===== config.mk =====
export PLATFORM = sky130hd
export DESIGN_NAME = input_event_stager
export DESIGN_NICKNAME = d
export VERILOG_FILES = /design/src/rtl/rtlola_pkg.sv /design/src/rtl/sync_fifo.sv /design/src/rtl/input_event_stager.sv
export SDC_FILE = /design/constraint.sdc
export NUM_CORES = 1
export LEC_CHECK = 0
export BUFFER_PORTS_ARGS = -buffer_cell sky130_fd_sc_hd__clkbuf_2
export CORE_UTILIZATION = 55
export CTS_CLUSTER_SIZE = 30
export DETAILED_ROUTE_END_ITERATION = 8
export GPL_TIMING_DRIVEN = 0
export PLACE_DENSITY = 0.8
export SLEW_MARGIN = 15
export SYNTH_ARGS = -nofsm -noshare
export SYNTH_HDL_FRONTEND = slang
export SYNTH_SLANG_ARGS = --single-unit

===== constraint.sdc =====
create_clock -name clk -period 25.8 [get_ports clk]
set_clock_uncertainty 0.1 [all_clocks]
set_input_delay 2.58 -clock clk [delete_from_list [all_inputs] [get_ports clk]]
set_output_delay 2.58 -clock clk [all_outputs]
set_load 0.02 [all_outputs]

===== src/rtl/rtlola_pkg.sv =====
// Shared definitions for the periodic-enable monitor input path.
//   DATA_W / TIME_W    : default widths of sample value and timestamp
//   STAGE_W            : width of the LLC stage counter (4-cycle frame)
//   HLC_RELEASE_STAGE  : LLC stage in which queued events reach the HLC
//   event_t            : one queued event {value, timestamp}
package rtlola_pkg;

    localparam int unsigned DATA_W  = 64;
    localparam int unsigned TIME_W  = 64;
    localparam int unsigned STAGE_W = 2;

    localparam logic [STAGE_W-1:0] HLC_RELEASE_STAGE = '0;

    typedef struct packed {
        logic signed [DATA_W-1:0] value;
        logic        [TIME_W-1:0] timestamp;
    } event_t;

endpackage


===== src/rtl/sync_fifo.sv =====
// Single-clock FIFO holding timestamped events until their release frame.
//   clk, rst  : clock, synchronous active-high reset (empties the FIFO)
//   push      : write wr_data; ignored when full unless pop is also accepted
//   pop       : advance the head; ignored when empty
//   wr_data   : entry to enqueue
//   rd_data   : current head entry (valid while !empty)
//   full/empty/level : occupancy status
module sync_fifo #(
    parameter int unsigned WIDTH = 8,
    parameter int unsigned DEPTH = 8
) (
    input  logic                   clk,
    input  logic                   rst,
    input  logic                   push,
    input  logic                   pop,
    input  logic [WIDTH-1:0]       wr_data,
    output logic [WIDTH-1:0]       rd_data,
    output logic                   full,
    output logic                   empty,
    output logic [$clog2(DEPTH):0] level
);

    localparam int unsigned AW = $clog2(DEPTH);
    localparam logic [AW:0] FULL_CNT = (AW+1)'(DEPTH);

    logic [WIDTH-1:0] mem [DEPTH];
    logic [AW-1:0]    wr_ptr;
    logic [AW-1:0]    rd_ptr;
    logic [AW:0]      count;
    logic             do_push;
    logic             do_pop;

    // Read-first: when full, a same-edge pop frees the head slot, so the
    // push may land in it while the head is still read out this cycle.
    always_comb begin
        do_pop  = pop && (count != '0);
        do_push = push && ((count != FULL_CNT) || do_pop);
    end

    always_ff @(posedge clk) begin
        if (do_push) begin
            mem[wr_ptr] <= wr_data;
        end
    end

    always_ff @(posedge clk) begin
        if (rst) begin
            wr_ptr <= '0;
            rd_ptr <= '0;
            count  <= '0;
        end else begin
            if (do_push) begin
                wr_ptr <= wr_ptr + 1'b1;
            end
            if (do_pop) begin
                rd_ptr <= rd_ptr + 1'b1;
            end
            if (do_push && !do_pop) begin
                count <= count + 1'b1;
            end else if (do_pop && !do_push) begin
                count <= count - 1'b1;
            end
        end
    end

    assign rd_data = mem[rd_ptr];
    assign full    = (count == FULL_CNT);
    assign empty   = (count == '0);
    assign level   = count;

endmodule


===== src/rtl/input_event_stager.sv =====
// Input stage of the periodic-enable monitor: timestamps each new_input
// event, queues it, and releases at most one event per 4-cycle LLC frame
// on the edge entering the HLC release stage.
//   clk, rst     : LLC clock, synchronous active-high reset
//   en           : global enable; freezes counters, capture and release
//   input_a      : signed sample value
//   new_input    : event strobe, one event per high cycle
//   ev_data/ev_time/ev_valid : last released event, valid pulse in stage 0
//   stage        : LLC stage 0..3
//   hlc_tick     : en && stage == release stage
//   time_now     : free-running cycle counter
//   fifo_level   : queue occupancy
//   overflow     : sticky, set by the first dropped event
//   drop_cnt     : saturating count of dropped events
module input_event_stager #(
    parameter int unsigned DATA_W = 64,
    parameter int unsigned TIME_W = 64,
    parameter int unsigned DEPTH  = 8,
    parameter int unsigned DROP_W = 16
) (
    input  logic                               clk,
    input  logic                               rst,
    input  logic                               en,
    input  logic signed [DATA_W-1:0]           input_a,
    input  logic                               new_input,
    output logic signed [DATA_W-1:0]           ev_data,
    output logic        [TIME_W-1:0]           ev_time,
    output logic                               ev_valid,
    output logic        [rtlola_pkg::STAGE_W-1:0] stage,
    output logic                               hlc_tick,
    output logic        [TIME_W-1:0]           time_now,
    output logic        [$clog2(DEPTH):0]      fifo_level,
    output logic                               overflow,
    output logic        [DROP_W-1:0]           drop_cnt
);

    localparam int unsigned FW = DATA_W + TIME_W;
    localparam logic [rtlola_pkg::STAGE_W-1:0] RELEASE_STAGE =
        rtlola_pkg::HLC_RELEASE_STAGE;
    // Stage preceding the release stage; its closing edge is the pop edge.
    localparam logic [rtlola_pkg::STAGE_W-1:0] LAST_STAGE = RELEASE_STAGE - 1'b1;

    logic        [rtlola_pkg::STAGE_W-1:0] stage_q;
    logic        [TIME_W-1:0]              time_q;
    logic signed [DATA_W-1:0]              ev_data_q;
    logic        [TIME_W-1:0]              ev_time_q;
    logic                                  ev_valid_q;
    logic                                  overflow_q;
    logic        [DROP_W-1:0]              drop_q;

    logic          fifo_push;
    logic          fifo_pop;
    logic          fifo_full;
    logic          fifo_empty;
    logic [FW-1:0] fifo_wr;
    logic [FW-1:0] fifo_rd;
    logic          dropped;

    always_comb begin
        fifo_pop  = en && (stage_q == LAST_STAGE) && !fifo_empty;
        fifo_push = en && new_input && (!fifo_full || fifo_pop);
        dropped   = en && new_input && fifo_full && !fifo_pop;
        fifo_wr   = {input_a, time_q};
    end

    sync_fifo #(
        .WIDTH (FW),
        .DEPTH (DEPTH)
    ) u_fifo (
        .clk     (clk),
        .rst     (rst),
        .push    (fifo_push),
        .pop     (fifo_pop),
        .wr_data (fifo_wr),
        .rd_data (fifo_rd),
        .full    (fifo_full),
        .empty   (fifo_empty),
        .level   (fifo_level)
    );

    always_ff @(posedge clk) begin
        if (rst) begin
            stage_q    <= '0;
            time_q     <= '0;
            ev_data_q  <= '0;
            ev_time_q  <= '0;
            ev_valid_q <= 1'b0;
            overflow_q <= 1'b0;
            drop_q     <= '0;
        end else if (en) begin
            stage_q    <= stage_q + 1'b1;
            time_q     <= time_q + 1'b1;
            ev_valid_q <= fifo_pop;
            if (fifo_pop) begin
                ev_data_q <= fifo_rd[FW-1:TIME_W];
                ev_time_q <= fifo_rd[TIME_W-1:0];
            end
            if (dropped) begin
                overflow_q <= 1'b1;
                if (drop_q != '1) begin
                    drop_q <= drop_q + 1'b1;
                end
            end
        end
    end

    // Pulses are qualified by en/rst so they read 0 while frozen or in reset.
    assign hlc_tick = en && !rst && (stage_q == RELEASE_STAGE);
    assign ev_valid = en && !rst && ev_valid_q;
    assign stage    = stage_q;
    assign time_now = time_q;
    assign ev_data  = ev_data_q;
    assign ev_time  = ev_time_q;
    assign overflow = overflow_q;
    assign drop_cnt = drop_q;

endmodule

After elaboration in Yosys (flattened, before gate mapping). Memories as Yosys holds them, arrays and structs flattened. A register that Yosys moved wholly into a read port is not among the register bits. Index checks and enable logic that the tools add are counted.

Register bits: 94. Bits in writable memories: 1024. Bits of input ports: 68. Output and inout bits: 217. Word-level logic and storage cells: 52. Memories: 1.

Memories: u_fifo.mem (depth 8, width 128, read ports 1, clocked after memory_dff 1, write ports 1, line sync_fifo.sv:26) `logic [WIDTH-1:0] mem [DEPTH];`.

$add $sub $neg: 7. Equality and inequality tests: 4. Muxes and demuxes: 4. Reductions and logical operators: 28.

Operators by type and width (count): adder 64 x 1 -> 64 bit (second input constant) (1); adder 16 x 1 -> 16 bit (second input constant) (1); != test 16 bit (second input constant) (1); logical AND 1 bit (13); 2-to-1 mux 4 bit (2); adder 3 x 1 -> 3 bit (second input constant) (2); zero test 1 bit (6); adder 4 x 1 -> 4 bit (second input constant) (1); == test 4 bit (second input constant) (1); zero test 4 bit (1); != test 4 bit (second input constant) (1); AND reduction 2 bit (2); nonzero test 4 bit (1); subtractor 4 x 1 -> 4 bit (second input constant) (1); AND reduction 3 bit (1); adder 2 x 1 -> 2 bit (second input constant) (1); == test 2 bit (second input constant) (1); zero test 2 bit (1); logical OR 1 bit (2); 2-to-1 mux 1 bit (2); nonzero test 2 bit (1).

Depth between registers and ports, before layout.
Depth in word-level cells: 10. Mapped depth: 14. Depth with buffers taken out: 13.

Modules after synthesis. Synthesis repeated with hierarchy kept, for this count alone.

Cells, all modules: 2583. Area, all modules: 47712.0 um^2.

By module, submodules not included: sync_fifo (instances 1, cells an instance 1552, area each 39341.5 um^2, seq. area each 31009.7 um^2); input_event_stager (instances 1, cells an instance 1031, area each 8370.5 um^2, seq. area each 4244.1 um^2).

Least setup slack after synthesis. Ideal clock, no wire load.

Kind: input port to flip-flop. From: input port en. To: memory u_fifo.mem[1][0] (netlist bit) (enable). Setup time: 0.974 ns. Arrival time: 16.081 ns. Slack: 8.645 ns. Cell stages on the path: 5. Buffers on the path: 1. Cell sequence: buf_2 -> nand2_1 -> nand3_1 -> nand2_1 -> nor4b_1.

Longest elaborated chain between the ends: 7. Elaborated cells between the ends (all ways): 10. Those cells by class: mux (2); reduce/logical (8).

RTL lines: start: declaration (line input_event_stager.sv:23) `input logic en,`; logical AND 1 bit (2 in a row) (line input_event_stager.sv:60) `fifo_pop = en && (stage_q == LAST_STAGE) && !fifo_empty;`; logical OR 1 bit / logical AND 1 bit (equally long branches) (line input_event_stager.sv:61, sync_fifo.sv:36); logical AND 1 bit / logical OR 1 bit (equally long branches) (line input_event_stager.sv:61, sync_fifo.sv:37); logical AND 1 bit * (line sync_fifo.sv:37) `do_push = push && ((count != FULL_CNT) || do_pop);`; 2-to-1 mux 1 bit * (line sync_fifo.sv:41) `if (do_push) begin`; 2-to-1 mux 1 bit (not written as such) * (line sync_fifo.sv:42) `mem[wr_ptr] <= wr_data;`; end: declaration (line sync_fifo.sv:26).

Mark *: on every way between the ends. The rest lies on a longest branch, timed or not.

Final worst setup path.
From: input port rst. To: output port ev_valid.

Longest elaborated chain between the ends: 3.

RTL lines: start: declaration (line input_event_stager.sv:22) `input logic rst,`; zero test 1 bit (line input_event_stager.sv:109) `assign ev_valid = en && !rst && ev_valid_q;`; logical AND 1 bit (2 in a row) (line input_event_stager.sv:109); end: declaration (line input_event_stager.sv:28) `output logic ev_valid,`.

No other way between the ends.

==> results.cfg <==
[place]
place_hpwl_um = 77300
port_buffers = 284
gp_congestion = 0.855

[route]
drtPass1Iterations = 6
route.vias.total = 26330
drcViolationCount = 0
drtIter0Drc = 2979
via_per_inst = 6.16
ant_nets = 0
drt_wl_total_um = 114000
wl_per_cell_um = 26.7

[yosys]
synthFlopType = edfxtp_1
synth_edf_count = 1024
ys_async_sr_fraction_pct = 0
synth_seq_cells = 1246
synth_cell_types = 54
syn_nets = 2551
syn_avg_cell_area_um2 = 19.0
ys_warn_count = 0
synthCells = 2473
synth_area_mm2 = 0.0471
synth-seq-area-share_pct = 74.8

[power_and_ir_drop]
leakage_nw = 17.9
p_per_area_mw_per_mm2 = 73.1
totalPowerFinal_mw = 4.04
irDropWorstVdd_mv = 0.0599

[cts]
hold_buffers = 0
cts.sinks = 1246
clk_pin_slew_ns = 0.06
cts_buffers = 118
post_cts_buffers = 0
clkLatencyLatePin_ns = 0.69
cts_max_level = 3
cts_tree = done
cts_resized = 0
cts-root-buf = clkbuf_16
clk_path_buf_depth = 3

[sta]
relSlewSlack_pct = 16.4
period_needed_ns = 7.38
slew_viol_final = 0
max_freq_ghz = 0.135
finalSetupTns_ns = 0
setup_viol = 0
rsz0062_at_grt = false
min_period_over_period_pct = 28.6
worst_slew_pin_slew_ns = 1.25
finalHoldViolCount = 0

[floorplan]
die_width_um = 295
die_h_um = 295
rows = 106
ios = 285
dieArea_mm2 = 0.0867
coreArea_mm2 = 0.0842
start_util_pct = 55.9

[worst_setup_path]
cp_cell_sequence = clkbuf_2 > clkbuf_1 > buf_1 > and3b_1 > clkbuf_2
reg2reg_from = stage[0]$_SDFFE_PP0P_
path_class = in -> out
cp_max_fo = 10
crit_slowest_cell = buf_1
required_ns = 23.12
cp-startpoint = rst
critPathArrivalTime_ns = 4.70
crit_top_cell = clkbuf_2
cp-end-kind = output pin
start_kind = input pin
max_stage_delay_ns = 0.77

[finish]
area_delta_synth_final_pct = 17.2
drive_above_1_share_pct = 29.9
final_cell_mix = 1024 x edfxtp_1, 289 x clkbuf_2, 256 x mux4_2
utilization_pct = 65.5
nNetsFinal = 3110
final_common_cell = edfxtp_1

[job]
drv_cap = 0

[global_routing]
antenna_found_initial = 7
grt_max_degree = 21
grt_first_pass_wirelength_um = 169000
grt_use_total_pct = 26.6
grt_overflow = 0
first_global_vias = 26310

[worst_hold_path]
hold_path.class = reg -> reg
hp-start = overflow$_SDFFE_PP0P_

[run_status]
status = completed
[worst max-delay path, delay by kind of cell]
family	cells	cell delay (ns)
buf+inv	4	1.83
simple gates	1	0.29
[cell type report]
class | count | area, µm²
clock inverters | 54 | 519
flip-flops and latches | 1246 | 35200
inverters | 12 | 45.0
diodes | 3 | 7.51
well taps | 1134 | 1420
fillers | 5424 | 29000
plain buffers | 139 | 578
clock buffers | 170 | 3370
repair buffers | 439 | 2750
multi-input cells | 1076 | 11300
[sequential cells by signal, indices dropped and copies added, names as in the netlist]
signal,flops
ev_data,64
overflow,1
u_fifo.wr_ptr,3
drop_cnt,16
stage,2
u_fifo.rd_ptr,3
u_fifo.mem,1024
ev_valid_q,1
ev_time,64
u_fifo.level,4
time_now,64
[through the flow]
step | setup WS, ns | cell area (µm²) | hold slack [ns] | cells
5_1_grt | 18.37 | 55200 | 0.411 | 4271
2_1_floorplan | 8.64 | 47100 | 0.346 | 2473
3_3_place_gp | -5.21 | 49900 | 0.347 | 3891
4_1_cts | 18.43 | 55200 | 0.355 | 4270
3_5_place_dp | 18.45 | 51300 | 0.340 | 4046
6_report | 18.42 | 55200 | 0.356 | 4273
[logic make-up after synthesis]
group | after synthesis | synth area share [%]
muxes | 392 | 15.2
adders and majority gates | 10 | 0.282
AOI/OAI and AO/OA | 200 | 2.95
and+or+nand+nor | 421 | 4.53
DFF | 1246 | 74.8
xor gates and xnor gates | 53 | 0.986
buffers and inverters | 151 | 1.31
[path summary, 6_finish.rpt]
check	to	slack (ns)	depth (start not counted)
worst max-delay path	ev_valid	18.42	5
worst min-delay path	overflow$_SDFFE_PP0P_	0.36	2
worst max register to register	u_fifo.level[3]$_SDFFE_PP0P_	21.32	14
worst min register to register	overflow$_SDFFE_PP0P_	0.36	2
[cell usage after synthesis, types with 2 or more instances]
cell type  instances  area, µm²
o41ai_1            2       17.5
or3_1             22        138
nand3b_1           3       22.5
o31ai_1            3       22.5
nor3_1            14       70.1
dfxtp_1          222       4440
nor2_1           199        747
mux4_2           256       5770
mux2i_1          133       1330
nor4_4             4       85.1
and3b_1            2       17.5
nor3b_1            2       15.0
nand2_1           46        173
buf_2             28        140
and2_1             4       25.0
nor2b_1            5       31.3
nand3_1           37        185
nand4_2            4       50.1
nor4b_1            2       17.5
inv_1             12       45.0
ha_1               9        113
nand2b_1           3       18.8
nor4_1            11       68.8
mux2_1             2       22.5
xor2_1            35        307
nand4b_1           2       17.5
nand4_1           33        206
xnor2_1           18        158
or4_1              7       52.6
and4_1             5       43.8
o21ai_0           22        110
and3_1             7       43.8
clkbuf_1          99        372
buf_4              2       15.0
buf_1              9       33.8
a211oi_1         132        991
nor4_2             2       25.0
a21oi_1           35        175
nand3_2            2       20.0
edfxtp_1        1024      30700
[power by group]
part / switching (mW) / internal, mW / total [mW]
Sequential: 0.0102 / 2.19 / 2.20
Combinational: 0.0687 / 0.0402 / 0.109
Clock: 0.740 / 0.990 / 1.73
Total: 0.819 / 3.22 / 4.04
[per-layer routing]
metal | GRT usage (%) | wire length [µm]
met2 | 42.6 | 55300
met3 | 6.13 | 11500
met5 | 0 | 40
met4 | 7.98 | 3130
met1 | 36.7 | 44300
Power figures use the tool's default switching activity.
